--- src/rtl/jk_bank_pkg.sv ---
// Shared mode and state encodings for the J-K bank driver.
package jk_bank_pkg;

    localparam logic [1:0] JK_MODE_SET    = 2'b00;
    localparam logic [1:0] JK_MODE_TOGGLE = 2'b01;
    localparam logic [1:0] JK_MODE_CLEAR  = 2'b10;
    localparam logic [1:0] JK_MODE_HOLD   = 2'b11;

    typedef enum logic [2:0] {
        ST_IDLE   = 3'd0,
        ST_DRIVE  = 3'd1,
        ST_SETTLE = 3'd2,
        ST_CHECK  = 3'd3,
        ST_DONE   = 3'd4
    } state_t;

endpackage

--- src/rtl/jk_excite.sv ---
// Combinational word map from (mode, bank Q, target) to J/K excitation,
// bank clear, and the bank value expected once the excitation has landed.
module jk_excite
    import jk_bank_pkg::*;
#(
    parameter int WIDTH = 8
) (
    input  logic [1:0]       mode,
    input  logic [WIDTH-1:0] q,
    input  logic [WIDTH-1:0] tgt,
    output logic [WIDTH-1:0] j,
    output logic [WIDTH-1:0] k,
    output logic             clr,
    output logic [WIDTH-1:0] expected
);

    always_comb begin
        j        = '0;
        k        = '0;
        clr      = 1'b0;
        expected = tgt;
        case (mode)
            JK_MODE_SET: begin
                j = tgt;
                k = ~tgt;
            end
            JK_MODE_TOGGLE: begin
                // toggle only the bits that differ from the target
                j = q ^ tgt;
                k = q ^ tgt;
            end
            JK_MODE_CLEAR: begin
                clr      = 1'b1;
                expected = '0;
            end
            default: begin
                j = '0;
                k = '0;
            end
        endcase
    end

endmodule

--- src/rtl/jk_bank_driver.sv ---
// Request-driven sequencer that excites a J-K bank for one cycle per attempt.
// Readback and retry are built only when JK_BANK_VERIFY_EN is defined.
//
// state  | meaning
// IDLE   | ready for a request
// DRIVE  | J/K or bank clear applied for one cycle
// SETTLE | bank has sampled, allow Q to settle
// CHECK  | compare readback with expected, retry or finish
// DONE   | one-cycle completion pulse
module jk_bank_driver
    import jk_bank_pkg::*;
#(
    parameter int WIDTH     = 8,
    parameter int MAX_RETRY = 3
) (
    input  logic             clk,
    input  logic             clr_n,
    input  logic             tgt_valid,
    output logic             tgt_ready,
    input  logic [WIDTH-1:0] tgt_data,
    input  logic [1:0]       tgt_mode,
    input  logic [WIDTH-1:0] q_fb,
    output logic [WIDTH-1:0] j,
    output logic [WIDTH-1:0] k,
    output logic             bank_clr,
    output logic             done_valid,
    output logic             done_err,
    output logic             busy
);

    state_t           state;
    state_t           state_nxt;
    logic [WIDTH-1:0] tgt_q;
    logic [1:0]       mode_q;
    logic             accept;
    logic [WIDTH-1:0] ex_j;
    logic [WIDTH-1:0] ex_k;
    logic             ex_clr;
    logic [WIDTH-1:0] ex_exp;

    jk_excite #(.WIDTH(WIDTH)) u_excite (
        .mode     (mode_q),
        .q        (q_fb),
        .tgt      (tgt_q),
        .j        (ex_j),
        .k        (ex_k),
        .clr      (ex_clr),
        .expected (ex_exp)
    );

    assign accept = tgt_valid && tgt_ready;

    always_ff @(posedge clk or negedge clr_n) begin
        if (!clr_n) begin
            state  <= ST_IDLE;
            tgt_q  <= '0;
            mode_q <= JK_MODE_SET;
        end else begin
            state <= state_nxt;
            if (accept) begin
                tgt_q  <= tgt_data;
                mode_q <= tgt_mode;
            end
        end
    end

`ifdef JK_BANK_VERIFY_EN
    localparam int RW = (MAX_RETRY > 0) ? $clog2(MAX_RETRY + 1) : 1;

    logic [RW-1:0] retry_cnt;
    logic          retry_inc;
    logic          mismatch;
    logic          err_q;

    assign mismatch = (q_fb != ex_exp);

    always_ff @(posedge clk or negedge clr_n) begin
        if (!clr_n) begin
            retry_cnt <= '0;
            err_q     <= 1'b0;
        end else begin
            if (accept)
                retry_cnt <= '0;
            else if (retry_inc)
                retry_cnt <= retry_cnt + RW'(1);
            // the last CHECK before DONE leaves the final verdict here
            if (accept)
                err_q <= 1'b0;
            else if (state == ST_CHECK)
                err_q <= mismatch;
        end
    end

    assign done_err = done_valid & err_q;
`else
    logic unused_expected;
    assign unused_expected = ^ex_exp;
    assign done_err        = 1'b0;
`endif

    always_comb begin
        state_nxt  = state;
        tgt_ready  = 1'b0;
        busy       = 1'b1;
        j          = '0;
        k          = '0;
        bank_clr   = 1'b0;
        done_valid = 1'b0;
`ifdef JK_BANK_VERIFY_EN
        retry_inc  = 1'b0;
`endif
        case (state)
            ST_IDLE: begin
                tgt_ready = 1'b1;
                busy      = 1'b0;
                if (tgt_valid)
                    state_nxt = ST_DRIVE;
            end
            ST_DRIVE: begin
                j        = ex_j;
                k        = ex_k;
                bank_clr = ex_clr;
`ifdef JK_BANK_VERIFY_EN
                state_nxt = ST_SETTLE;
`else
                state_nxt = ST_DONE;
`endif
            end
`ifdef JK_BANK_VERIFY_EN
            ST_SETTLE: state_nxt = ST_CHECK;
            ST_CHECK: begin
                if (mismatch && (retry_cnt < RW'(MAX_RETRY))) begin
                    retry_inc = 1'b1;
                    state_nxt = ST_DRIVE;
                end else begin
                    state_nxt = ST_DONE;
                end
            end
`endif
            ST_DONE: begin
                done_valid = 1'b1;
                state_nxt  = ST_IDLE;
            end
            default: state_nxt = ST_IDLE;
        endcase
    end

endmodule
--- config.mk ---
export PLATFORM = sky130hd
export DESIGN_NAME = jk_bank_driver
export DESIGN_NICKNAME = d
export VERILOG_FILES = /design/src/rtl/jk_bank_pkg.sv /design/src/rtl/jk_excite.sv /design/src/rtl/jk_bank_driver.sv
export SDC_FILE = /design/constraint.sdc
export NUM_CORES = 1
export LEC_CHECK = 0
export ABC_CLOCK_PERIOD_IN_PS = 2800
export CAP_MARGIN = 20
export CELL_PAD_IN_SITES_DETAIL_PLACEMENT = 0
export CELL_PAD_IN_SITES_GLOBAL_PLACEMENT = 2
export CORE_MARGIN = 4
export CORE_UTILIZATION = 36
export DETAILED_ROUTE_END_ITERATION = 10
export DONT_BUFFER_PORTS = 1
export PLACE_DENSITY_LB_ADDON = 0.25
export SKIP_LAST_GASP = 1
export SLEW_MARGIN = 25
export SYNTH_ARGS = -nofsm -noshare
export SYNTH_HDL_FRONTEND = slang
export SYNTH_SLANG_ARGS = --single-unit
--- constraint.sdc ---
create_clock -name clk -period 2.8 [get_ports clk]
set_input_delay 0.56 -clock clk [delete_from_list [all_inputs] [get_ports clk]]
set_output_delay 0.56 -clock clk [all_outputs]
set_load 0.01 [all_outputs]
Word level (Yosys, flattened, before mapping)
Cells that the tools add are included.

storage, ports and cells
  RAM bits = 0
  register bits = 13
  latch bits = 0
  input bits = 21
  memory bits (read-only) = 0
  memories kept = 0
  output and inout bits = 21
  logic and storage cells = 24

cells by class
  shift-type cells = 0
  reduce and logical (&&, ||, !) cells = 3
  eq/ne operators = 5
  divide/modulo/power cells = 0
  mux-type cells = 11
  multipliers = 0
  add/sub/neg operators = 0
  magnitude comparators = 0
  bitwise operators = 2

operator list
  kind                                           number
  one-hot mux 8 bit (2 select lines)             2
  two-way mux 8 bit                              2
  inverter 8 bit                                 1
  XOR 8 bit                                      1
  one-hot mux 3 bit (2 select lines)             1
  two-way mux 1 bit                              5
  == test 3 x 1 -> 1 bit, second input constant  1
  == test 3 bit, second input constant           1
  zero test 3 bit                                1
  two-way mux 3 bit                              1
  == test 2 x 1 -> 1 bit, second input constant  1
  == test 2 bit, second input constant           1
  zero test 2 bit                                1
  inequality test 2 bit, second input constant   1
  logical AND 1 bit                              1

Depth between registers and ports, before layout
  depth after elaboration = 3
  depth in mapped cells = 5
  gate-level depth less buffers = 4

Cells and area by module
Synthesis repeated with hierarchy kept, for this count alone.

second synthesis, totals
  cells, all modules = 108
  area, all modules = 1012.2 um2

by module, submodules not included
  module          times used  area each (um2)  cells each  seq. area each (um2)
  jk_bank_driver  1           584.3            48          300.3
  jk_excite       1           427.9            60          0.0

Worst setup path before layout
OpenSTA, ideal clock, no wires.

  path kind = reg2out
  from = reg state[2]
  to = out j[0]
  setup slack = 1.136 ns
  path buffers = 2
  data arrival time = 1.104 ns
  stages on the path, launching flop included = 6
  required time = 2.240 ns
  path through = dfrtp_1 > and2b_1 > nand2b_1 > clkbuf_2 > buf_2 > nor2_1

on the way
  cells in the longest elaborated chain, start to end = 2

RTL lines
  item                    line                   RTL
  start, declared         jk_bank_driver.sv:31   state_t state;
  start signal, assigned  jk_bank_driver.sv:59   state <= state_nxt;
  == test 3 x 1 -> 1 bit  jk_bank_driver.sv:112  case (state)
  two-way mux 8 bit       jk_bank_driver.sv:112
  end, declared           jk_bank_driver.sv:23   output logic [WIDTH-1:0] j,

Every way passes these cells.

Final worst setup path
  from = reg state[2]
  to = out k[3]

on the way
  cells in the longest elaborated chain, start to end = 2

RTL lines
  item                    line                   RTL
  == test 3 x 1 -> 1 bit  jk_bank_driver.sv:112
  two-way mux 8 bit       jk_bank_driver.sv:112
  end, declared           jk_bank_driver.sv:24   output logic [WIDTH-1:0] k,

Every way passes these cells.

==> impl_metrics.csv <==
group,metric,value,unit
critical_path,end_kind,"output port",
drt,num_vias,494,
floorplanning,ios,42,
final_layout,drive_gt1_share,20.5,%
place,dp_worst_setup_slack,0.927,ns
yosys,ys_seq_area_share,36.5,%
clock_network,clock_sinks,12,
pwr,p_switching,212,uW
floorplanning,fp.dieW,55.8,um
clock_network,cts_max_level,1,
yosys,async_flop_share,100,%
global_route,grt_pass1_vias,538,
final_layout,nFillCells,219,
yosys,synth_mux_area_share,17.8,%
drt,antenna_left,0,
critical_path,ff2ff_setup_slack,1.31,ns
sta,relSlewSlack,61.9,%
global_route,grt_start_max_net_pins,19,
yosys,yosys-top-cells-count,"nor2_1, dfrtp_1, mux2_4, nand2b_1",
critical_path,critical_path_class,"reg2out",
yosys,synthesis.nets,104,
floorplanning,core-area,2190,um^2
yosys,synth_fa_ha_area_share,0,%
yosys,synth_top_area_share,36.5,%
critical_path,cp.arrival,1.56,ns
sta,tightest_slew,0.571,ns
clock_network,ctsResizeCount,0,
global_route,global_route.usage.total,10.6,%
pwr,ir_drop,0.342,mV
critical_path,crit_fanout,16,
min_path,hold_path_class,"in2reg",
pwr,p_int,422,uW
outcome,status,"completed",
critical_path,reg2reg_depth,4,
pwr,powerDensity,735,nW/um^2
clock_network,cts_buffer_depth,2,
pwr,swShare,33.5,%
flow_run,drv_cap,0,
floorplanning,die_h,55.8,um
place,port_buffers,0,
clock_network,hold_buffers,1,
final_layout,areaGrowthSynthToFinish,4.71,%
pwr,combPwrFrac,35.9,%
yosys,yosysTopAreaCell,"dfrtp_1",
drt,drtIter0Drc,10,
clock_network,post_cts_buffers,0,
pwr,seqPwrFrac,43.0,%
yosys,synth_top_family_by_area,"simple AND/OR/NAND/NOR gates",
min_path,hold_start,"tgt_mode[0]",
sta,hold_violations,0,
drt,vias_per_cell,4.45,
sta,setup_tns,0,ns
yosys,yosys_warnings,0,
yosys,synth_compound_area_share,0,%
drt,wirelength,1.53,mm
place,place_inst,106,
yosys,synth-simple-area-share,22.6,%
critical_path,r2r-end,"tgt_q[1]$_DFFE_PN0P_",
place,hpwl,1.13,mm
drt,wl_per_cell,13.7,um
clock_network,cts_buffers,3,
clock_network,clk_pin_slew,0.08,ns
global_route,grt_pass1_wl,2.64,mm
yosys,ys_top_cells_by_area,"dfrtp_1, mux2_4, xnor2_1",
critical_path,cp.required,2.24,ns
sta,setup_viol,0,
sta,rsz0062_at_grt,"no",
global_route,grt_overflow,0,
yosys,synth-main-ff-cell,"dfrtp_1",
yosys,synth_xor_area_share,17.0,%
pwr,p_total,634,uW
floorplanning,start_util,37.6,%
critical_path,startpoint,"state[2]$_DFFE_PN0P_",
final_layout,regArea,300,um^2
pwr,clkPwrFrac,21.1,%
critical_path,crit_path_end,"k[3]",
final_layout,finalNonFillerCells,111,
yosys,yosysMostFrequentCell,"nor2_1",
sta,drv_slew,0,
pwr,p_leak,0.382,nW
global_route,antenna_found_initial,0,
yosys,syn_area_per_cell,9.92,um^2
sta,fmax,472,MHz
drt,drc,0,
clock_network,worstSkewPairLatency,0.26,ns
sta,fin_skew,0.00254,ns
critical_path,start_kind,"flop",
final_layout,multiInputGateArea,477,um^2
yosys,ys_ff_latch,12,
clock_network,cts_tree,"done",
yosys,synth-edff-count,0,
final_layout,fin_nets,105,
final_layout,antenna_cells,0,
clock_network,cts_root_buf,"clkbuf_4",
place,place_congestion,0.629,
sta,min_period,2.12,ns
sta,postLayoutSetupSlackWorst,0.683,ns
yosys,syn_inst,83,
sta,fin_crit_sh,75.6,%
critical_path,reg2reg_from,"state[2]$_DFFE_PN0P_",
yosys,ys_types,19,
floorplanning,rows,17,
floorplanning,die-area,3120,um^2
yosys,netlist_area,823,um^2
drt,drt_pass1_iterations,3,
[routing by layer]
metal	up-vias	track usage [%]	wire [um]
met5	-	0	0
met4	0	2.03	0
met3	0	5.80	147
met2	20	16.2	710
met1	220	13.1	668
li1	254	-	-
[worst min-delay path by stage]
| stage | end | slack (ns) | cells after the start |
|---|---|---|---|
| after global routing | tgt_q[3]$_DFFE_PN0P_ | 0.41 | 1 |
| after detailed placement | state[0]$_DFFE_PN0P_ | 0.26 | 0 |
| after global placement | state[0]$_DFFE_PN0P_ | 0.26 | 0 |
| final | mode_q[0]$_DFFE_PN0P_ | 0.44 | 1 |
| after CTS | tgt_q[3]$_DFFE_PN0P_ | 0.42 | 1 |
| after floorplan | mode_q[0]$_DFFE_PN0P_ | 0.26 | 0 |
[registers in the layout, summed over array words and instances, names as in the netlist]
name and count:
tgt_q 8, state 2, mode_q 2
[cell usage in the layout (no fill, tap or decap)]
| cell type | instances |
|---|---|
| dlygate4sd3_1 | 1 |
| mux2_2 | 1 |
| nor2b_1 | 1 |
| clkbuf_8 | 1 |
| and3b_1 | 1 |
| dfrtp_1 | 12 |
| mux2_4 | 9 |
| xor2_1 | 8 |
| and2b_1 | 1 |
| clkbuf_4 | 3 |
| inv_2 | 1 |
| nand2b_1 | 9 |
| xnor2_1 | 8 |
| nand2_1 | 8 |
| nor2_1 | 16 |
| conb_1 | 1 |
| or2_4 | 1 |
| and2_4 | 1 |
[per-stage QoR]
stage	util, %	cell area (um^2)	hold WS (ns)
floorplan	-	823	0.264
CTS	39.3	862	0.420
global route	39.3	862	0.411
global placement	37.2	816	0.265
detailed placement	37.2	816	0.265
finish	39.3	862	0.437
[power by group through the flow]
stage	clock network (mW)	logic (mW)	registers, mW
after floorplan	0	0.229	0.256
after global placement	0	0.223	0.276
after detailed placement	0	0.226	0.277
after CTS	0.143	0.231	0.274
after global routing	0.153	0.252	0.285
final	0.134	0.227	0.273
[cell families after synthesis]
kind of cell | count (synthesis)
mux | 10
other cells | 1
xor+xnor | 16
flops | 12
buf+inv | 6
simple gates | 38
[critical path, cell delays in order (launching register included)]
cell,delay [ns]
dfrtp_1,0.39
and2b_1,0.24
nand2b_1,0.33
nor2_1,0.33
[layout make-up]
type	instances	share of cell area (%)
clock buffers	4	4.21
inverters	1	0.435
multi-input cells	65	55.3
flip-flops and latches	12	34.8
well taps	28	4.06
repair buffers	1	1.16
No activity file was read; power rests on OpenSTA's default activity.
